<file path="config.mk">
export PLATFORM = sky130hd
export DESIGN_NAME = piped_adder_arb_flat
export DESIGN_NICKNAME = d
export VERILOG_FILES = /design/src/rtl/piped_adder_pkg.sv /design/src/rtl/piped_adder_arb_if.sv /design/src/rtl/piped_adder_tag_pipe.sv /design/src/rtl/piped_adder_arb.sv /design/src/flat_wrapper.sv
export SDC_FILE = /design/constraint.sdc
export NUM_CORES = 1
export LEC_CHECK = 0
export ABC_CLOCK_PERIOD_IN_PS = 3500
export BUFFER_PORTS_ARGS = -buffer_cell sky130_fd_sc_hd__buf_2
export CORE_AREA = 2 2 207 209
export CTS_CLUSTER_SIZE = 12
export DETAILED_ROUTE_END_ITERATION = 8
export DIE_AREA = 0 0 209 211
export HOLD_SLACK_MARGIN = 0.03
export PLACE_DENSITY = 0.46
export REMOVE_ABC_BUFFERS = 1
export SYNTH_ARGS = -nofsm -noshare
export SYNTH_HDL_FRONTEND = slang
export SYNTH_SLANG_ARGS = --single-unit
</file>
<file path="constraint.sdc">
create_clock -name clk -period 3.5 [get_ports clk]
set_input_delay 1.05 -clock clk [delete_from_list [all_inputs] [get_ports clk]]
set_output_delay 1.05 -clock clk [all_outputs]
set_load 0.01 [all_outputs]
</file>
<file path="src/rtl/piped_adder_pkg.sv">
// Shared constants and types for piped_adder and its request arbiter.
// No logic: widths, FSM encodings and the ceil-log2 helper only.
package piped_adder_pkg;

  function automatic int CEIL_LOG2(input int v);
    int r;
    r = 0;
    while ((1 << r) < v) r = r + 1;
    return r;
  endfunction

  // One extra sum bit per level of the adder tree.
  function automatic int calc_out_w(input int n_args, input int arg_width);
    return arg_width + CEIL_LOG2(n_args);
  endfunction

  typedef enum logic [1:0] {
    ST_RUN     = 2'd0,
    ST_DRAIN   = 2'd1,
    ST_DRAINED = 2'd2
  } arb_state_t;

endpackage

</file>
<file path="src/rtl/piped_adder_arb_if.sv">
// Requester, adder and control-plane signals of piped_adder_arb.
// master = requesters + adder + control plane, slave = the arbiter.
interface piped_adder_arb_if #(
  parameter int N_REQ     = 4,
  parameter int N_args    = 8,
  parameter int arg_width = 12
);
  localparam int OUT_W = piped_adder_pkg::calc_out_w(N_args, arg_width);

  logic [N_REQ-1:0]                 req_valid;
  logic [N_REQ-1:0]                 req_ready;
  logic [N_REQ*N_args*arg_width-1:0] req_args;
  logic [N_args*arg_width-1:0]      adder_args;
  logic                             adder_we;
  logic [OUT_W-1:0]                 adder_sum;
  logic                             adder_valid;
  logic [N_REQ-1:0]                 resp_valid;
  logic [OUT_W-1:0]                 resp_sum;
  logic                             drain_req;
  logic                             drained;
  logic                             err;

  modport master (
    output req_valid, req_args, adder_sum, adder_valid, drain_req,
    input  req_ready, adder_args, adder_we, resp_valid, resp_sum, drained, err
  );

  modport slave (
    input  req_valid, req_args, adder_sum, adder_valid, drain_req,
    output req_ready, adder_args, adder_we, resp_valid, resp_sum, drained, err
  );
endinterface

</file>
<file path="src/rtl/piped_adder_tag_pipe.sv">
// Delay line for {valid, tag}; DEPTH clocks, plain wire when DEPTH is 0.
// Latency: DEPTH. Backpressure: none, shifts every clock.
module piped_adder_tag_pipe #(
  parameter int DEPTH = 3,
  parameter int W     = 2
) (
  input  logic         clk,
  input  logic         reset,
  input  logic         in_vld,
  input  logic [W-1:0] in_dat,
  output logic         out_vld,
  output logic [W-1:0] out_dat
);
  generate
    if (DEPTH == 0) begin : g_wire
      assign out_vld = in_vld;
      assign out_dat = in_dat;
    end else begin : g_sr
      logic [DEPTH-1:0] vld_q;
      logic [W-1:0]     dat_q [DEPTH];

      always_ff @(posedge clk) begin
        if (reset) begin
          vld_q <= '0;
          for (int i = 0; i < DEPTH; i++) dat_q[i] <= '0;
        end else begin
          vld_q[0] <= in_vld;
          dat_q[0] <= in_dat;
          for (int i = 1; i < DEPTH; i++) begin
            vld_q[i] <= vld_q[i-1];
            dat_q[i] <= dat_q[i-1];
          end
        end
      end

      assign out_vld = vld_q[DEPTH-1];
      assign out_dat = dat_q[DEPTH-1];
    end
  endgenerate
endmodule

</file>
<file path="src/rtl/piped_adder_arb.sv">
// Shares one piped_adder among N_REQ requesters; round-robin with PIPED_ADDER_ARB_RR_EN, else fixed priority.
// Latency: grant to resp_valid is LAT+2 clocks, one request per clock sustained.
// Backpressure: none from adder or response side; req_ready is gated only by the drain FSM.
module piped_adder_arb
  import piped_adder_pkg::*;
#(
  parameter int N_REQ     = 4,
  parameter int N_args    = 8,
  parameter int arg_width = 12
) (
  input logic              clk,
  input logic              reset,
  piped_adder_arb_if.slave bus
);
  localparam int LAT    = CEIL_LOG2(N_args);
  localparam int ARGS_W = N_args * arg_width;
  localparam int ID_W   = CEIL_LOG2(N_REQ);
  localparam int CNT_W  = CEIL_LOG2(LAT + 2);

  arb_state_t        state;
  logic [N_REQ-1:0]  gnt;
  logic [ID_W-1:0]   win;
  logic [ARGS_W-1:0] win_args;
  logic              xfer;
  logic              ret;
  logic [ID_W-1:0]   launch_id;
  logic              tag_vld;
  logic [ID_W-1:0]   tag_id;
  logic [CNT_W-1:0]  outst;
  logic [CNT_W-1:0]  mask_cnt;

`ifdef PIPED_ADDER_ARB_RR_EN
  logic [ID_W-1:0] ptr;

  // Scan from the farthest offset down so the first valid at or after ptr wins.
  always_comb begin
    logic [ID_W-1:0] idx;
    idx = '0;
    gnt = '0;
    win = '0;
    for (int i = N_REQ - 1; i >= 0; i--) begin
      idx = ID_W'((int'(ptr) + i) % N_REQ);
      if (bus.req_valid[idx]) begin
        gnt = N_REQ'(1) << idx;
        win = idx;
      end
    end
  end

  always_ff @(posedge clk) begin
    if (reset) begin
      ptr <= '0;
    end else if (xfer) begin
      ptr <= (int'(win) == N_REQ - 1) ? '0 : win + 1'b1;
    end
  end
`else
  always_comb begin
    gnt = '0;
    win = '0;
    for (int i = N_REQ - 1; i >= 0; i--) begin
      if (bus.req_valid[i]) begin
        gnt = N_REQ'(1) << i;
        win = ID_W'(i);
      end
    end
  end
`endif

  assign bus.req_ready = (state == ST_RUN && !reset) ? gnt : '0;
  assign xfer          = |bus.req_ready;
  assign ret           = bus.adder_valid & tag_vld;

  always_comb begin
    win_args = '0;
    for (int k = 0; k < N_REQ; k++) begin
      if (win == ID_W'(k)) win_args = bus.req_args[k*ARGS_W +: ARGS_W];
    end
  end

  piped_adder_tag_pipe #(
    .DEPTH (LAT),
    .W     (ID_W)
  ) u_tag_pipe (
    .clk     (clk),
    .reset   (reset),
    .in_vld  (bus.adder_we),
    .in_dat  (launch_id),
    .out_vld (tag_vld),
    .out_dat (tag_id)
  );

  // mask_cnt hides adder_valid pulses still in the adder when reset hit.
  always_ff @(posedge clk) begin
    if (reset) begin
      bus.adder_we   <= 1'b0;
      bus.adder_args <= '0;
      launch_id      <= '0;
      bus.resp_valid <= '0;
      bus.resp_sum   <= '0;
      bus.err        <= 1'b0;
      outst          <= '0;
      mask_cnt       <= CNT_W'(LAT + 1);
    end else begin
      bus.adder_we <= xfer;
      if (xfer) begin
        bus.adder_args <= win_args;
        launch_id      <= win;
      end
      bus.resp_valid <= ret ? (N_REQ'(1) << tag_id) : '0;
      if (ret) bus.resp_sum <= bus.adder_sum;
      if (mask_cnt != '0) begin
        mask_cnt <= mask_cnt - 1'b1;
      end else if (bus.adder_valid != tag_vld) begin
        bus.err <= 1'b1;
      end
      case ({xfer, ret})
        2'b10:   outst <= outst + 1'b1;
        2'b01:   outst <= outst - 1'b1;
        default: outst <= outst;
      endcase
    end
  end

  always_ff @(posedge clk) begin
    if (reset) begin
      state       <= ST_RUN;
      bus.drained <= 1'b0;
    end else begin
      unique case (state)
        ST_RUN: begin
          if (bus.drain_req) state <= ST_DRAIN;
        end
        ST_DRAIN: begin
          if (!bus.drain_req) begin
            state <= ST_RUN;
          end else if (outst == '0 && !ret) begin
            state       <= ST_DRAINED;
            bus.drained <= 1'b1;
          end
        end
        ST_DRAINED: begin
          if (!bus.drain_req) begin
            state       <= ST_RUN;
            bus.drained <= 1'b0;
          end
        end
        default: begin
          state       <= ST_RUN;
          bus.drained <= 1'b0;
        end
      endcase
    end
  end
endmodule

</file>
<file path="src/flat_wrapper.sv">
// flat-port wrapper written by rule: the top's interface ports become plain ports
module piped_adder_arb_flat import piped_adder_pkg::*;
#(
  parameter int N_REQ     = 4,
  parameter int N_args    = 8,
  parameter int arg_width = 12
)
  (clk, reset, bus_req_valid, bus_req_args, bus_adder_sum, bus_adder_valid, bus_drain_req, bus_req_ready, bus_adder_args, bus_adder_we, bus_resp_valid, bus_resp_sum, bus_drained, bus_err);
  piped_adder_arb_if #(.N_REQ(N_REQ), .N_args(N_args), .arg_width(arg_width)) bus_i ();
  input logic clk;
  input logic reset;
  input wire logic [$bits(bus_i.req_valid)-1:0] bus_req_valid;
  input wire logic [$bits(bus_i.req_args)-1:0] bus_req_args;
  input wire logic [$bits(bus_i.adder_sum)-1:0] bus_adder_sum;
  input wire logic [$bits(bus_i.adder_valid)-1:0] bus_adder_valid;
  input wire logic [$bits(bus_i.drain_req)-1:0] bus_drain_req;
  output wire logic [$bits(bus_i.req_ready)-1:0] bus_req_ready;
  output wire logic [$bits(bus_i.adder_args)-1:0] bus_adder_args;
  output wire logic [$bits(bus_i.adder_we)-1:0] bus_adder_we;
  output wire logic [$bits(bus_i.resp_valid)-1:0] bus_resp_valid;
  output wire logic [$bits(bus_i.resp_sum)-1:0] bus_resp_sum;
  output wire logic [$bits(bus_i.drained)-1:0] bus_drained;
  output wire logic [$bits(bus_i.err)-1:0] bus_err;
  assign bus_i.req_valid = bus_req_valid;
  assign bus_i.req_args = bus_req_args;
  assign bus_i.adder_sum = bus_adder_sum;
  assign bus_i.adder_valid = bus_adder_valid;
  assign bus_i.drain_req = bus_drain_req;
  assign bus_req_ready = bus_i.req_ready;
  assign bus_adder_args = bus_i.adder_args;
  assign bus_adder_we = bus_i.adder_we;
  assign bus_resp_valid = bus_i.resp_valid;
  assign bus_resp_sum = bus_i.resp_sum;
  assign bus_drained = bus_i.drained;
  assign bus_err = bus_i.err;
  piped_adder_arb #(.N_REQ(N_REQ), .N_args(N_args), .arg_width(arg_width)) u_core (.clk(clk), .reset(reset), .bus(bus_i));
endmodule
</file>
# After elaboration in Yosys (flattened, before gate mapping)
# Memory sizes are Yosys's and may differ from the RTL's.
# Index checks and enable logic that the tools add are counted.
# word_totals
reg_bits	131
mem_bits_rw	6
inputBits	407
output_inout_bits	122
word_cells	79
n_memories	1
# mem_list
memory	words	width	read_ports	rd_ports_with_merged_regs	write_ports	line	text
u_core.u_tag_pipe.g_sr.dat_q	3	2	3	0	3	piped_adder_tag_pipe.sv:20	logic [W-1:0] dat_q [DEPTH];
# op_classes
addsub	3
eq_ne	13
shifts	1
muxes	29
bitwise	7
reduce_logical	14
# ops
operator	n
96-bit 2-to-1 mux	4
2-bit 2-to-1 mux	11
4-bit 2-to-1 mux	5
2-bit == test (second input constant)	4
2-bit by 1-bit == test with 1-bit output (second input constant)	3
1-bit 2-to-1 mux	6
2-bit != test (second input constant)	3
2-bit case mux with 3 select lines	1
3-bit case mux with 2 select lines	1
3-bit by 1-bit subtractor with 3-bit output (second input constant)	2
2-bit logical NOT	2
4-bit AND reduction	1
4-bit OR reduction	1
1-bit by 2-bit left shift with 4-bit output (first input constant)	1
3-bit by 1-bit adder with 3-bit output (second input constant)	1
3-bit logical NOT	1
3-bit by 2-bit != test with 1-bit output (second input constant)	1
1-bit inverter	3
1-bit bitwise OR	3
1-bit case mux with 3 select lines	1
3-bit AND reduction	1
3-bit nonzero test	1
1-bit logical AND	2
1-bit logical NOT	2
6 further kinds	6

# Longest topological paths before layout
# depth
depth_word	9
ltp_mapped	12
ltp_nobuf	9

# Hierarchy
# A second synthesis with hierarchy kept.
# hier_totals
hier_cells	1025
area_unflattened_um2	7772.5
# by_module_without_submodules
module	instances	cells_each	area_each_um2	seq_area_each_um2
piped_adder_arb	1	1005	7521.0	2562.5
piped_adder_tag_pipe	1	20	251.5	180.2

# Least setup slack after synthesis
# OpenSTA, ideal clock, no wires.
# synth_timing
path_kind	in2out
from	input bus_req_valid[2]
to	output bus_req_ready[2]
t_arrival_ps	2152
path_slack_ps	298
cell_stages	5
n_path_buf	3
cell_sequence	buf_2 -> buf_1 -> buf_1 -> nand2_1 -> nor3_1
# synth_between
elab_chain_cells	4
# synth_rtl
element	line	text
from (decl)	flat_wrapper.sv:12	input wire logic [$bits(bus_i.req_valid)-1:0] bus_req_valid;
4-bit 2-to-1 mux (3 in a row)	piped_adder_arb.sv:62	if (bus.req_valid[i]) begin
4-bit 2-to-1 mux	piped_adder_arb.sv:70	assign bus.req_ready = (state == ST_RUN && !reset) ? gnt : '0;
to (decl)	flat_wrapper.sv:17	output wire logic [$bits(bus_i.req_ready)-1:0] bus_req_ready;
# No other way between the ends.

# Worst setup path in the final report
# layout_timing
from	input reset
to	output bus_req_ready[2]
# layout_between
elab_chain_cells	3
# layout_rtl
element	line	text
from (decl)	flat_wrapper.sv:11	input logic reset;
1-bit logical NOT	piped_adder_arb.sv:70	
1-bit logical AND	piped_adder_arb.sv:70	
4-bit 2-to-1 mux	piped_adder_arb.sv:70	
# No other way between the ends.

==> results.md <==
- Core area: ~42,000 sq um
- Placed Cells: 1,903
- Row cnt: 75
- Area growth syn-to-layout: 49.4%
- Clk pin slew, worst setup/hold paths: around 0.07 ns
- DR pass1 iterations: 7
- Cell Pwr Density: 449 nW/um^2
- Clock sinks: 137
- Leakage power: 5.61 nW
- CP Class: in -> out
- Area share of the largest cell type after synthesis: 36.0%
- Post-cts sizing count: 0
- R2R depth: 9
- First-pass GRT wire length: between 50 and 60 mm
- Largest net degree at the start of global routing: 164
- DR WL/cell: 18.3 um
- Cells on Worst Hold Path: 1
- Port Buffers: 528
- Cell Count, Final, Fillers Out: 1,937
- Final #Nets: 1,795
- Vias post-DR: roughly 9,100
- Hold Buf Count CTS: 0
- Count of final setup violators: 0
- Global Route Usage Sum: 15.5%
- Crit-path max FO: 4
- CP Launch Point: reset
- Crit. End Element: output port
- Antenna-violating nets left: 0
- Part of the Yosys area used for sequential elements: 36.0%
- CTS tree: yes
- Reg power frac: 35.7%
- Initial antenna violation count: 7
- I/O pins: between 500 and 600
- Worst skew pair latency: ~0.43 ns
- # DRC: 0
- Final WL: 35.4 mm
- Post-DP Area: around 11,000 sq um
- Critical Path RT: 2.45 ns
- P_int: 3.56 mW
- Clk pwr share: 41.2%
- Worst EP arrival: ~2 ns
- Status: complete, no violations
- Starting Density: 18.3%
- Overflow after GRT: 0
- Die Y: approximately 210 um
- Worst slew margin: about a fifth
- Hold Crit Class: reg -> reg
- Share of layout cells above drive strength 1: a little over two fifths
- Biggest area consumer among synthesized cells: dfxtp_1
- Total die area: 44,100 sq um
- Die W: 209 um
- Actual slew at the worst max-slew pin: approximately 1.2 ns
- Reg2Reg Launch Point: u_core.state[1]$_SDFFE_PP0P_
- YS warnings: 0
- Setup crit start kind: input port
- Min-Delay Endpoint: u_core.u_tag_pipe.g_sr.dat_q[0][2]$_SDFF_PP0_
- Dpl ws: roughly 0.44 ns
- Unrepaired setup endpoints after global routing: false
- Synth area leaders: dfxtp_1, a211o_1, o2bb2ai_1
- Gate Count Post-Synth: 919
- Flops & latches, synth: ~140
- Max Cap Viol: 0
- Switching share of power: 30.4%
- Endpoints failing hold: 0
- R2R setup slack: about 1.5 ns
- Period utilization: roughly 88%
- Setup bufs post-CTS: 0
- Total CTS buffers: 17
- Comb power frac: 23.2%
- 1st-iter DRT viols: between 400 and 500
- Number of global-route vias before repair: 9,147
- Post-synthesis instance area: 7630 sq um
- Max clock buf depth: 2
- Hold path startpoint: u_core.u_tag_pipe.g_sr.dat_q[0][0]$_SDFF_PP0_
- VDD IR max: 0.262 mV
- Fmax: 326 MHz
- GP Congestion: between 0.8 and 0.9
- P_sw: 1.56 mW
- Clock Root Buffer: clkbuf_16
- Via density: 4.70
- Min Clock Period, post-route: 3.06 ns
- PnR worst setup slack: 0.435 ns
- Clock skew: a little over 0.01 ns
- Half-perimeter wire length after placement: 24.6 mm
- Fin. max-slew vios: 0
- Reg-to-Reg End: u_core.outst[2]$_SDFFE_PP0P_
- CTS H-tree depth: 4
- Unique masters post-synth: 39
- Final instance area: 11,400 sq um
- Mean cell area of the mapped netlist: 8.30 sq um
==> critical path, stage by stage <==
cell     delay (ns)
buf_2          0.12
nor3_1         0.32
nand2_1        0.13
nor3_1         0.21
buf_2          0.18
==> area by class of cell <==
class                   instances  area [sq um]
well taps                     539           674
flip-flops and latches        137          2740
repair buffers                546          2860
fillers                      4606         30400
clock buffers                  17           425
inverters                     105           394
multi-input cells             576          4050
diodes                          2          5.00
clock inverters                15           238
==> stage by stage <==
step	TNS [ns]	util, %	total power, mW	hold WS (ns)
after floorplan	-366.67	-	2.39	0.414
after detailed placement	0	25.7	3.05	0.424
after CTS	0	27.3	5.20	0.428
final	0	27.3	5.11	0.428
after global routing	0	27.3	5.39	0.435
after global placement	0	25.7	3.04	0.423
==> registers in the layout, indices dropped and copies added, names as in the netlist <==
| register | flops |
|---|---|
| u_core.bus.drained | 1 |
| u_core.bus.adder_args | 96 |
| u_core.bus.err | 1 |
| u_core.bus.resp_sum | 15 |
| u_core.bus.adder_we | 1 |
| u_core.bus.resp_valid | 4 |
| u_core.launch_id | 2 |
| u_core.u_tag_pipe.g_sr.dat_q | 6 |
| u_core.state | 2 |
| u_core.u_tag_pipe.g_sr.vld_q | 3 |
| u_core.outst | 3 |
| u_core.mask_cnt | 3 |
==> power groups by stage <==
stage	Combinational [mW]	Clock, mW	Sequential, mW
floorplan	0.474	0	1.91
global placement	1.18	0	1.86
detailed placement	1.19	0	1.85
CTS	1.20	2.18	1.82
global route	1.31	2.24	1.84
finish	1.19	2.10	1.82
==> layer usage <==
| layer | global-route usage [%] | vias to the layer above | wire (um) |
|---|---|---|---|
| met4 | 6.13 | 10 | 896 |
| met2 | 26.5 | 423 | 17200 |
| li1 | - | 4350 | - |
| met3 | 5.66 | 49 | 3090 |
| met5 | 0 | - | 65 |
| met1 | 17.5 | 4268 | 14200 |
==> cells by family after synthesis <==
logic type	synth area share, %
multiplexers	2.10
adder cells (fa/ha/maj)	0.919
flip-flops	36.0
AND/OR/NAND/NOR	4.09
AO/OA/AOI/OAI	45.4
XOR/XNOR	0.345
buffers and inverters	11.2
==> worst max path at each step <==
stage                                                   endpoint  slack, ns  depth (start not counted)
final                                           bus_req_ready[2]       0.44                          5
after global routing                            bus_req_ready[2]       0.33                          5
after CTS                                       bus_req_ready[2]       0.44                          5
after detailed placement                        bus_req_ready[2]       0.44                          5
after floorplan                                 bus_req_ready[3]      -4.67                          3
after global placement    u_core.bus.adder_args[51]$_SDFFE_PP0P_       0.47                          6
==> cell usage after synthesis <==
cell,instances
dfxtp_1,137
inv_1,105
a21oi_1,102
a211o_1,96
a22oi_1,96
o2bb2ai_1,96
o21ai_0,79
clkbuf_1,62
nor2_1,28
buf_2,19
o21ai_1,18
mux2i_1,16
buf_1,11
nor2b_1,10
buf_6,6
ha_1,4
nor3_1,4
buf_4,3
nand2_1,3
nor3b_1,2
nor4b_1,2
nor4bb_1,2
xor2_1,2
a211oi_1,1
a21boi_0,1
a21oi_4,1
a31oi_1,1
and2_1,1
and4b_1,1
fa_1,1
nor2_2,1
o21bai_4,1
o31ai_1,1
or2_1,1
or2_2,1
or3_1,1
or3_4,1
or4_1,1
xnor2_1,1
==> cell usage in the layout, fill, tap and decap left out, drive strengths merged, types with 2 or more instances in the layout <==
| master | count |
|---|---|
| nor2 | 29 |
| nor3 | 4 |
| buf | 546 |
| nor2b | 10 |
| nand2 | 3 |
| inv | 111 |
| o21ai | 97 |
| clkbuf | 17 |
| xor2 | 2 |
| ha | 4 |
| or2 | 2 |
| dfxtp | 137 |
| or3 | 2 |
| a22oi | 96 |
| nor3b | 2 |
| nor4bb | 2 |
| a211o | 96 |
| bufinv | 5 |
| diode | 2 |
| mux2i | 16 |
| a21oi | 103 |
| nor4b | 2 |
| o2bb2ai | 96 |
| clkinv | 3 |
(Power assumes the default switching activity.)
